--- config.mk ---
export PLATFORM = sky130hd
export DESIGN_NAME = alu_nibble_seq
export DESIGN_NICKNAME = d
export VERILOG_FILES = /design/src/rtl/alu_nibble_seq.sv
export SDC_FILE = /design/constraint.sdc
export NUM_CORES = 1
export LEC_CHECK = 0
export ABC_AREA = 1
export CORE_ASPECT_RATIO = 0.75
export CORE_MARGIN = 2
export CORE_UTILIZATION = 56
export DETAILED_ROUTE_END_ITERATION = 12
export DONT_BUFFER_PORTS = 1
export PLACE_DENSITY = 0.73
export RECOVER_POWER = 100
export SLEW_MARGIN = 20
export SYNTH_ARGS = -nofsm -noshare
export SYNTH_HDL_FRONTEND = slang
export SYNTH_SLANG_ARGS = --single-unit
--- constraint.sdc ---
create_clock -name clk -period 1.4 [get_ports clk]
set_input_delay 0.21 -clock clk [delete_from_list [all_inputs] [get_ports clk]]
set_output_delay 0.21 -clock clk [all_outputs]
set_load 0.01 [all_outputs]
--- src/rtl/alu_nibble_seq.sv ---
// alu_nibble_seq: drives one 74181-style 4-bit ALU slice over an N-nibble operand,
// least-significant nibble first, threading the active-low ripple carry between nibbles.
module alu_nibble_seq #(
  parameter int NIBBLES = 4
) (
  input  logic                   clk,
  input  logic                   rst,
  input  logic                   start,
  input  logic [4*NIBBLES-1:0]   a,
  input  logic [4*NIBBLES-1:0]   b,
  input  logic [3:0]             s,
  input  logic                   m,
  input  logic                   cin_n,
  output logic                   busy,
  output logic                   done,
  output logic [4*NIBBLES-1:0]   f,
  output logic                   cout_n,
  output logic                   aeb,
  output logic [3:0]             slice_a,
  output logic [3:0]             slice_b,
  output logic [3:0]             slice_s,
  output logic                   slice_m,
  output logic                   slice_cn_n,
  input  logic [3:0]             slice_f,
  input  logic                   slice_cn4_n,
  input  logic                   slice_aeb
);

  localparam int W     = 4 * NIBBLES;
  localparam int IDX_W = (NIBBLES > 1) ? $clog2(NIBBLES) : 1;
  localparam logic [IDX_W-1:0] LAST_IDX = IDX_W'(NIBBLES - 1);

  typedef enum logic [1:0] {
    IDLE = 2'd0,
    RUN  = 2'd1,
    DONE = 2'd2
  } state_t;

  state_t           state_q, state_d;
  logic [IDX_W-1:0] idx_q, idx_d;
  logic             carry_n_q, carry_n_d;
  logic             aeb_acc_q, aeb_acc_d;
  logic [W-1:0]     a_q, a_d;
  logic [W-1:0]     b_q, b_d;
  logic [3:0]       s_q, s_d;
  logic             m_q, m_d;
  logic [W-1:0]     f_q, f_d;
  logic             cout_n_q, cout_n_d;
  logic             aeb_q, aeb_d;

  logic [3:0]       nib_a, nib_b;
  logic             last_nib;

  // Explicit nibble mux so every legal NIBBLES value maps cleanly onto idx.
  always_comb begin
    nib_a = '0;
    nib_b = '0;
    for (int i = 0; i < NIBBLES; i++) begin
      if (idx_q == IDX_W'(i)) begin
        nib_a = a_q[4*i +: 4];
        nib_b = b_q[4*i +: 4];
      end
    end
  end

  assign last_nib = (idx_q == LAST_IDX);

  always_comb begin
    state_d   = state_q;
    idx_d     = idx_q;
    carry_n_d = carry_n_q;
    aeb_acc_d = aeb_acc_q;
    a_d       = a_q;
    b_d       = b_q;
    s_d       = s_q;
    m_d       = m_q;
    f_d       = f_q;
    cout_n_d  = cout_n_q;
    aeb_d     = aeb_q;

    case (state_q)
      IDLE: begin
        if (start) begin
          a_d       = a;
          b_d       = b;
          s_d       = s;
          m_d       = m;
          carry_n_d = cin_n;
          idx_d     = '0;
          aeb_acc_d = 1'b1;
          state_d   = RUN;
        end
      end

      RUN: begin
        for (int i = 0; i < NIBBLES; i++) begin
          if (idx_q == IDX_W'(i)) begin
            f_d[4*i +: 4] = slice_f;
          end
        end
        carry_n_d = slice_cn4_n;
        aeb_acc_d = aeb_acc_q & slice_aeb;
        if (last_nib) begin
          idx_d    = '0;
          cout_n_d = slice_cn4_n;
          aeb_d    = aeb_acc_q & slice_aeb;
          state_d  = DONE;
        end else begin
          idx_d = idx_q + 1'b1;
        end
      end

      DONE: begin
        state_d = IDLE;
      end

      default: begin
        state_d = IDLE;
      end
    endcase
  end

  always_ff @(posedge clk) begin
    if (rst) begin
      state_q   <= IDLE;
      idx_q     <= '0;
      carry_n_q <= 1'b1;
      aeb_acc_q <= 1'b1;
      a_q       <= '0;
      b_q       <= '0;
      s_q       <= '0;
      m_q       <= 1'b0;
      f_q       <= '0;
      cout_n_q  <= 1'b1;
      aeb_q     <= 1'b0;
    end else begin
      state_q   <= state_d;
      idx_q     <= idx_d;
      carry_n_q <= carry_n_d;
      aeb_acc_q <= aeb_acc_d;
      a_q       <= a_d;
      b_q       <= b_d;
      s_q       <= s_d;
      m_q       <= m_d;
      f_q       <= f_d;
      cout_n_q  <= cout_n_d;
      aeb_q     <= aeb_d;
    end
  end

  // Outside RUN the slice sees a quiet, carry-free input set.
  always_comb begin
    slice_a    = 4'h0;
    slice_b    = 4'h0;
    slice_s    = 4'h0;
    slice_m    = 1'b0;
    slice_cn_n = 1'b1;
    if (state_q == RUN) begin
      slice_a    = nib_a;
      slice_b    = nib_b;
      slice_s    = s_q;
      slice_m    = m_q;
      slice_cn_n = carry_n_q;
    end
  end

  assign busy   = (state_q != IDLE);
  assign done   = (state_q == DONE);
  assign f      = f_q;
  assign cout_n = cout_n_q;
  assign aeb    = aeb_q;

endmodule

==> results of run 1 <==
critical path: stages (launching register included):
cell	delay, ns
dfxtp_4	0.39
inv_4	0.05
ha_4	0.18
buf_12	0.15
a21oi_4	0.11
nand2_1	0.07
nand2_1	0.09
nand2_2	0.08
layer usage:
layer	GRT usage, %	part of all wire [%]	vias up
met1	33.6	44	1066
met2	37.6	43	93
li1	-	-	1231
met3	14.9	11	8
met5	0	0	-
met4	8.73	0.94	0
registers in the layout (all words and copies together), names as in the netlist:
| name | cells |
|---|---|
| a_q | 16 |
| aeb | 1 |
| aeb_acc_q | 1 |
| b_q | 16 |
| carry_n_q | 1 |
| cout_n | 1 |
| f | 16 |
| idx_q | 2 |
| m_q | 1 |
| s_q | 4 |
| state_q | 2 |
final timing paths:
path                   start    endpoint  slack, ns  cells past startpoint
setup reg to reg  state_q[0]        f[8]       0.01                      5
hold reg to reg      a_q[12]     a_q[12]       0.48                      2
hold / removal    slice_f[1]       f[13]       0.02                      2
setup / recovery    idx_q[1]  slice_b[1]      -0.26                      7
repair_timing:
item / in CTS / in global routing
pin swaps: 9 / 20
endpoints found under the setup margin: 18 / 17
hold buffers: 5 / 0
endpoints found under the hold margin: 19 / 0
gates resized for setup: 56 / 15
setup buffers: 4 / 1
gates cloned: 1 / 0
placed cells by master (no fill, tap or decap), types with 3 or more instances in the layout:
master	n
a21oi_1	12
a21oi_2	9
buf_4	11
clkbuf_8	11
dfxtp_1	57
dlygate4sd3_1	5
ha_4	3
inv_1	13
inv_4	5
nand2_1	55
nand2_2	13
nand3_1	23
nand3_4	3
nor2_1	104
nor2_2	4
nor2_4	3
o21bai_1	37
per-stage QoR:
stage,util [%],cell area [um2]
final,72.6,3320
after global routing,72.6,3320
after CTS,71.5,3270
after detailed placement,60.8,2780
after global placement,60.8,2780
after floorplan,-,2720
cell type report:
class / instances / area [um2] / share of cell area (%)
multi-input cells: 275 / 1490 / 44.8
flip-flops and latches: 61 / 1230 / 37.1
repair buffers: 23 / 209 / 6.30
clock buffers: 12 / 155 / 4.68
inverters: 22 / 95.1 / 2.87
well taps: 57 / 71.3 / 2.15
clock inverters: 4 / 70.1 / 2.11
power breakdown:
group	internal, mW	leakage (nW)	switching, mW
clock	1.09	0.116	0.668
combinational	0.233	0.816	0.318
sequential	1.85	0.504	0.0859
cells by family after synthesis:
logic type               count (synthesis)
AND/OR/NAND/NOR                        209
AO/OA/AOI/OAI                           61
flip-flops                              61
buffers and inverters                   42
adder cells (fa/ha/maj)                  4
==> reports/summary.txt, run 1 <==
Status = finished with violations
Failing checks = negative setup slack
Setup crit start kind = register
Final cycle utilization of the critical path = 119%
Setup WS post-layout = -0.262 ns
Die width = 84.4 um
Post-synthesis register bit count = 61
Power per cell area = 1280 nW/um2
Remaining DRCs = 0
I/O Buffers = 0
Pwr Total = 4.25 mW
Share of the synthesized area in the top cell type = 44.9%
ANT nets after route = 0
Final hold vios = 0
Antenna violations before repair = 0
VDD IR max = 0.972 mV
Final nets = 443
CTS Buf Count = 9
DRT Wirelength = 6.68 mm
Global-route wire length before repair = 11.0 mm
CTS tree = built
Root buffer cell = clkbuf_8
Arr. time, crit path = 1.45 ns
Adder-cell area share of the yosys netlist = 1.84%
Final Max Slew Viols = 0
Vias in the first global route = 2318
Synth cell count leaders = nor2_1, nand2_1, dfxtp_1
Initial core utilization = 59.4%
Layout cells sized above 1 = 21.2%
Library cells used by synthesis = 21
# diodes = 0
Worst-margin pin slew = 0.621 ns
RSZ-0062 raised after global routing = yes
Crit Path Max Fanout = 8
CTS Sinks = 61
Final RePlAce weighted congestion = 0.823
Dominant cells by area after synthesis = dfxtp_1, nor2_1, o21bai_1
Finish-stage setup viols = 11
Clock latency on the worst-skew pair = 0.34 ns
Post-synthesis mux area share = 0%
Compound-Gate Fraction of Synth Area = 14.6%
# IOs = 81
Detailed Place HPWL = 4.16 mm
DIE AREA = 5430 um2
Total vias in the final route = 2398
Total GRT Usage = 26.3%
Cell taking the most area after synthesis = dfxtp_1
Post-Syn Nets = 428
Cells after DPL = 427
WP data required = 1.19 ns
Post-Synth XOR/XNOR Area = 0%
Highest Clock Rate = 0.602 GHz
Site Rows = 21
Bufs on Longest Clock Path = 2
Pre-CTS setup slack = -0.0871 ns
Largest net degree at the start of global routing = 40
Crit path kind = reg -> out
Setup crit end kind = primary output
Filler instances = 389
Die Y = 64.3 um
WL/cell = 14.7 um
Final min period = 1.66 ns
Post-Synthesis Cells = 377
Clock skew = 0.00686 ns
First-pass iteration count of the detailed router = 5
Slew headroom = 58.5%
Grt total ovfl = 0
Layout area overhead = 22.1%
Hold_ws = 0.0181 ns
Largest family of logic cells by synthesized area = simple AND/OR/NAND/NOR gates
LEAKAGE = 1.44 nW
Detailed Route Iter0 Violations = 141
Vias per cell = 5.28
Setup TNS = -1.90 ns
Htree depth = 3
CTS clk-pin slew, worst paths = 0.07 ns
Synth Area in Simple Gates = 31.1%
Avg Synthesized Cell Area = 7.21 um2
Hold Crit Class = in -> reg
Yosys synthesis warning count = 0
Number of synthesized flops with an enable pin = 0
Non-Filler Instances = 454
Max cap viols = 0
Seq/Total Area, Yosys = 44.9%
Most used DFF post-synth = dfxtp_1
Core box area = 4570 um2
Mapped Area = 2720 um2
Post-synth ARST share = 0%
Most frequent cell after synthesis = nor2_1
Power figures use the tool's default switching activity.
==> run 2: changes to the inputs <==
TNS_END_PERCENT = 50   (was default)
==> run 2 against run 1 <==
The flow still finishes with violations (negative setup slack). Clock skew hardly changed. First-iteration DRC count is 21% lower. Worst setup slack better by 0.0023 ns. Critical endpoint unchanged.
==> reports/summary.txt, run 2 (synthesized netlist as in run 1, its figures left out) <==
Met1 Use GR = 33.6% (unchanged)
WP buf/inv = 1 (-1)
Hold_ws = 0.0199 ns (+0.00176 ns)
WL/cell = 14.7 um (-0.27%)
Total vias in the final route = 2379 (-0.79%)
Largest net degree at the start of global routing = 40 (unchanged)
Most frequent cells in the layout = nor2_1, nand2_1, dfxtp_1, o21bai_1, nand3_1
Vias per cell = 5.24 (-0.79%)
Critical path, cell by cell = ha_2, inv_2, nand3_4, nor2_1, nand2_1, nand2_2
Power per cell area = 1280 nW/um2 (about the same)
Worst-margin pin slew = 0.606 ns (-0.0147 ns)
Filler instances = 384 (-1.3%)
Internal power = 3.18 mW (+0.12%)
Final RePlAce weighted congestion = 0.823 (unchanged)
Failing checks = negative setup slack
Initial core utilization = 59.4% (unchanged)
Die width = 84.4 um (unchanged)
Final hold vios = 0 (unchanged)
Critical-path top delay cell = dfxtp_4
Setup crit start kind = register
Layout area overhead = 22.3%
ANT nets after route = 0 (unchanged)
Multi-input logic area = 1470 um2 (-0.76%)
Total GRT Usage = 26.3% (unchanged)
Max cap viols = 0 (unchanged)
Cells after DPL = 427 (unchanged)
# IOs = 81 (unchanged)
Root buffer cell = clkbuf_8
Crit Path Max Fanout = 5 (-3)
I/O Buffers = 0 (unchanged)
Core box area = 4570 um2 (unchanged)
WP data required = 1.19 ns (about the same)
Remaining DRCs = 0 (unchanged)
VDD IR max = 0.975 mV (+0.29%)
CTS Buf Count = 9 (unchanged)
Flop pwr share = 45.5% (about the same)
Placement Cell Area = 2780 um2 (unchanged)
Htree depth = 3 (unchanged)
Bufs on Longest Clock Path = 2 (unchanged)
Layout cells sized above 1 = 20.7% (-0.50 points)
Final min period = 1.66 ns (-0.00233 ns)
CTS clk-pin slew, worst paths = 0.07 ns (about the same)
Arr. time, crit path = 1.45 ns (about the same)
Detailed Place HPWL = 4.16 mm (unchanged)
Slew headroom = 59.4% (+0.99 points)
Met3 Track Usage GR = 14.9% (unchanged)
Leading cell type in the layout, fill and taps excluded = nor2_1
Highest Clock Rate = 0.602 GHz (+0.14%)
Vias in the first global route = 2318 (unchanged)
Final Max Slew Viols = 0 (unchanged)
CTS Sinks = 61 (unchanged)
Final nets = 443 (unchanged)
DIE AREA = 5430 um2 (unchanged)
Global routing usage on met2 = 37.6% (unchanged)
Crit path kind = reg -> out
Grt total ovfl = 0 (unchanged)
Detailed Route Iter0 Violations = 112 (-21%)
Setup crit end kind = primary output
Antenna violations before repair = 0 (unchanged)
Clock latency on the worst-skew pair = 0.34 ns (about the same)
Largest delay contributor family on the critical path = simple AND/OR/NAND/NOR gates
LEAKAGE = 1.44 nW (+0.43%)
RSZ-0062 raised after global routing = yes
DRT Wirelength = 6.66 mm (-0.27%)
Status = finished with violations
# diodes = 0 (unchanged)
Finish-stage setup viols = 8 (-3)
CTS tree = built
Logic pwr share = 13.1% (about the same)
Global-route wire length before repair = 11.0 mm (unchanged)
Setup WS post-layout = -0.260 ns (+0.00233 ns)
Site Rows = 21 (unchanged)
FF+latch area = 1230 um2 (+0.20%)
Clock skew = 0.00638 ns (-0.000471 ns)
Non-Filler Instances = 454 (unchanged)
Net Sw Power = 1.07 mW (about the same)
Finished Cell Area = 3320 um2 (+0.19%)
Switching Share = 25.2% (about the same)
GRT Max-Usage Layer = met2
First-pass iteration count of the detailed router = 5 (unchanged)
Final cycle utilization of the critical path = 119% (-0.17 points)
Clock power frac = 41.4% (about the same)
Hold Crit Class = in -> reg
Die Y = 64.3 um (unchanged)
CP peak stage delay = 0.37 ns (-0.02 ns)
[run 2: cell count changes in the layout (fill, tap and decap cells not counted), sizes merged]
cell,delta
buf,+1
clkbuf,-1
[run 2: what timing repair did]
item	4_1_cts	5_1_grt
pin swaps	9	19
endpoints found under the setup margin	18	17
setup buffers	4	1
endpoints found under the hold margin	19	0
hold buffers	5	0
cloned	1	0
gates resized for setup	56	11
[run 2: through the flow]
step / util (%) / setup WS [ns] / total power, mW / TNS, ns
5_1_grt: 72.7 / -0.332 / 4.46 / -2.50
4_1_cts: 71.5 / -0.239 / 4.25 / -1.84
2_1_floorplan: - / 0.00400 / 2.33 / 0
6_report: 72.7 / -0.260 / 4.25 / -1.87
3_5_place_dp: 60.8 / -0.0871 / 2.41 / -0.642
3_3_place_gp: 60.8 / -0.0425 / 2.40 / -0.290
[run 2: worst reg2reg max path, cell delays in order, from the launching register on]
cell,delay [ns]
dfxtp_4,0.39
inv_4,0.05
ha_4,0.18
buf_4,0.13
buf_4,0.12
buf_4,0.15
nand3_4,0.08
nand2_1,0.07
a21oi_1,0.12
[run 2: area by class of cell]
| cell class | count | share of cell area, % |
|---|---|---|
| clock buffers | 12 | 4.67 |
| clock inverters | 4 | 2.11 |
| inverters | 22 | 2.94 |
| multi-input cells | 275 | 44.4 |
| flip-flops and latches | 61 | 37.1 |
| well taps | 57 | 2.15 |
| repair buffers | 23 | 6.66 |
[run 2: worst paths after layout]
path / slack, ns / from / cells past startpoint / end
setup / recovery: -0.26 / idx_q[0] / 6 / slice_b[1]
hold / removal: 0.02 / slice_f[1] / 2 / f[13]
setup reg to reg: 0.05 / idx_q[1] / 8 / f[7]
hold reg to reg: 0.48 / a_q[12] / 2 / a_q[12]
[run 2: power by group through the flow]
stage                     clock, mW  sequential (mW)  combinational, mW
after floorplan                   0             1.94              0.395
after global placement            0             1.96              0.443
after detailed placement          0             1.96              0.451
after CTS                      1.78             1.93              0.533
after global routing           1.88             1.95              0.631
final                          1.76             1.93              0.557
[run 2: per-layer routing]
metal / vias up / share of wire [%]
met5: - / 0
met4: 0 / 0.83
met3: 6 / 10
met2: 79 / 44
met1: 1062 / 46
li1: 1232 / -
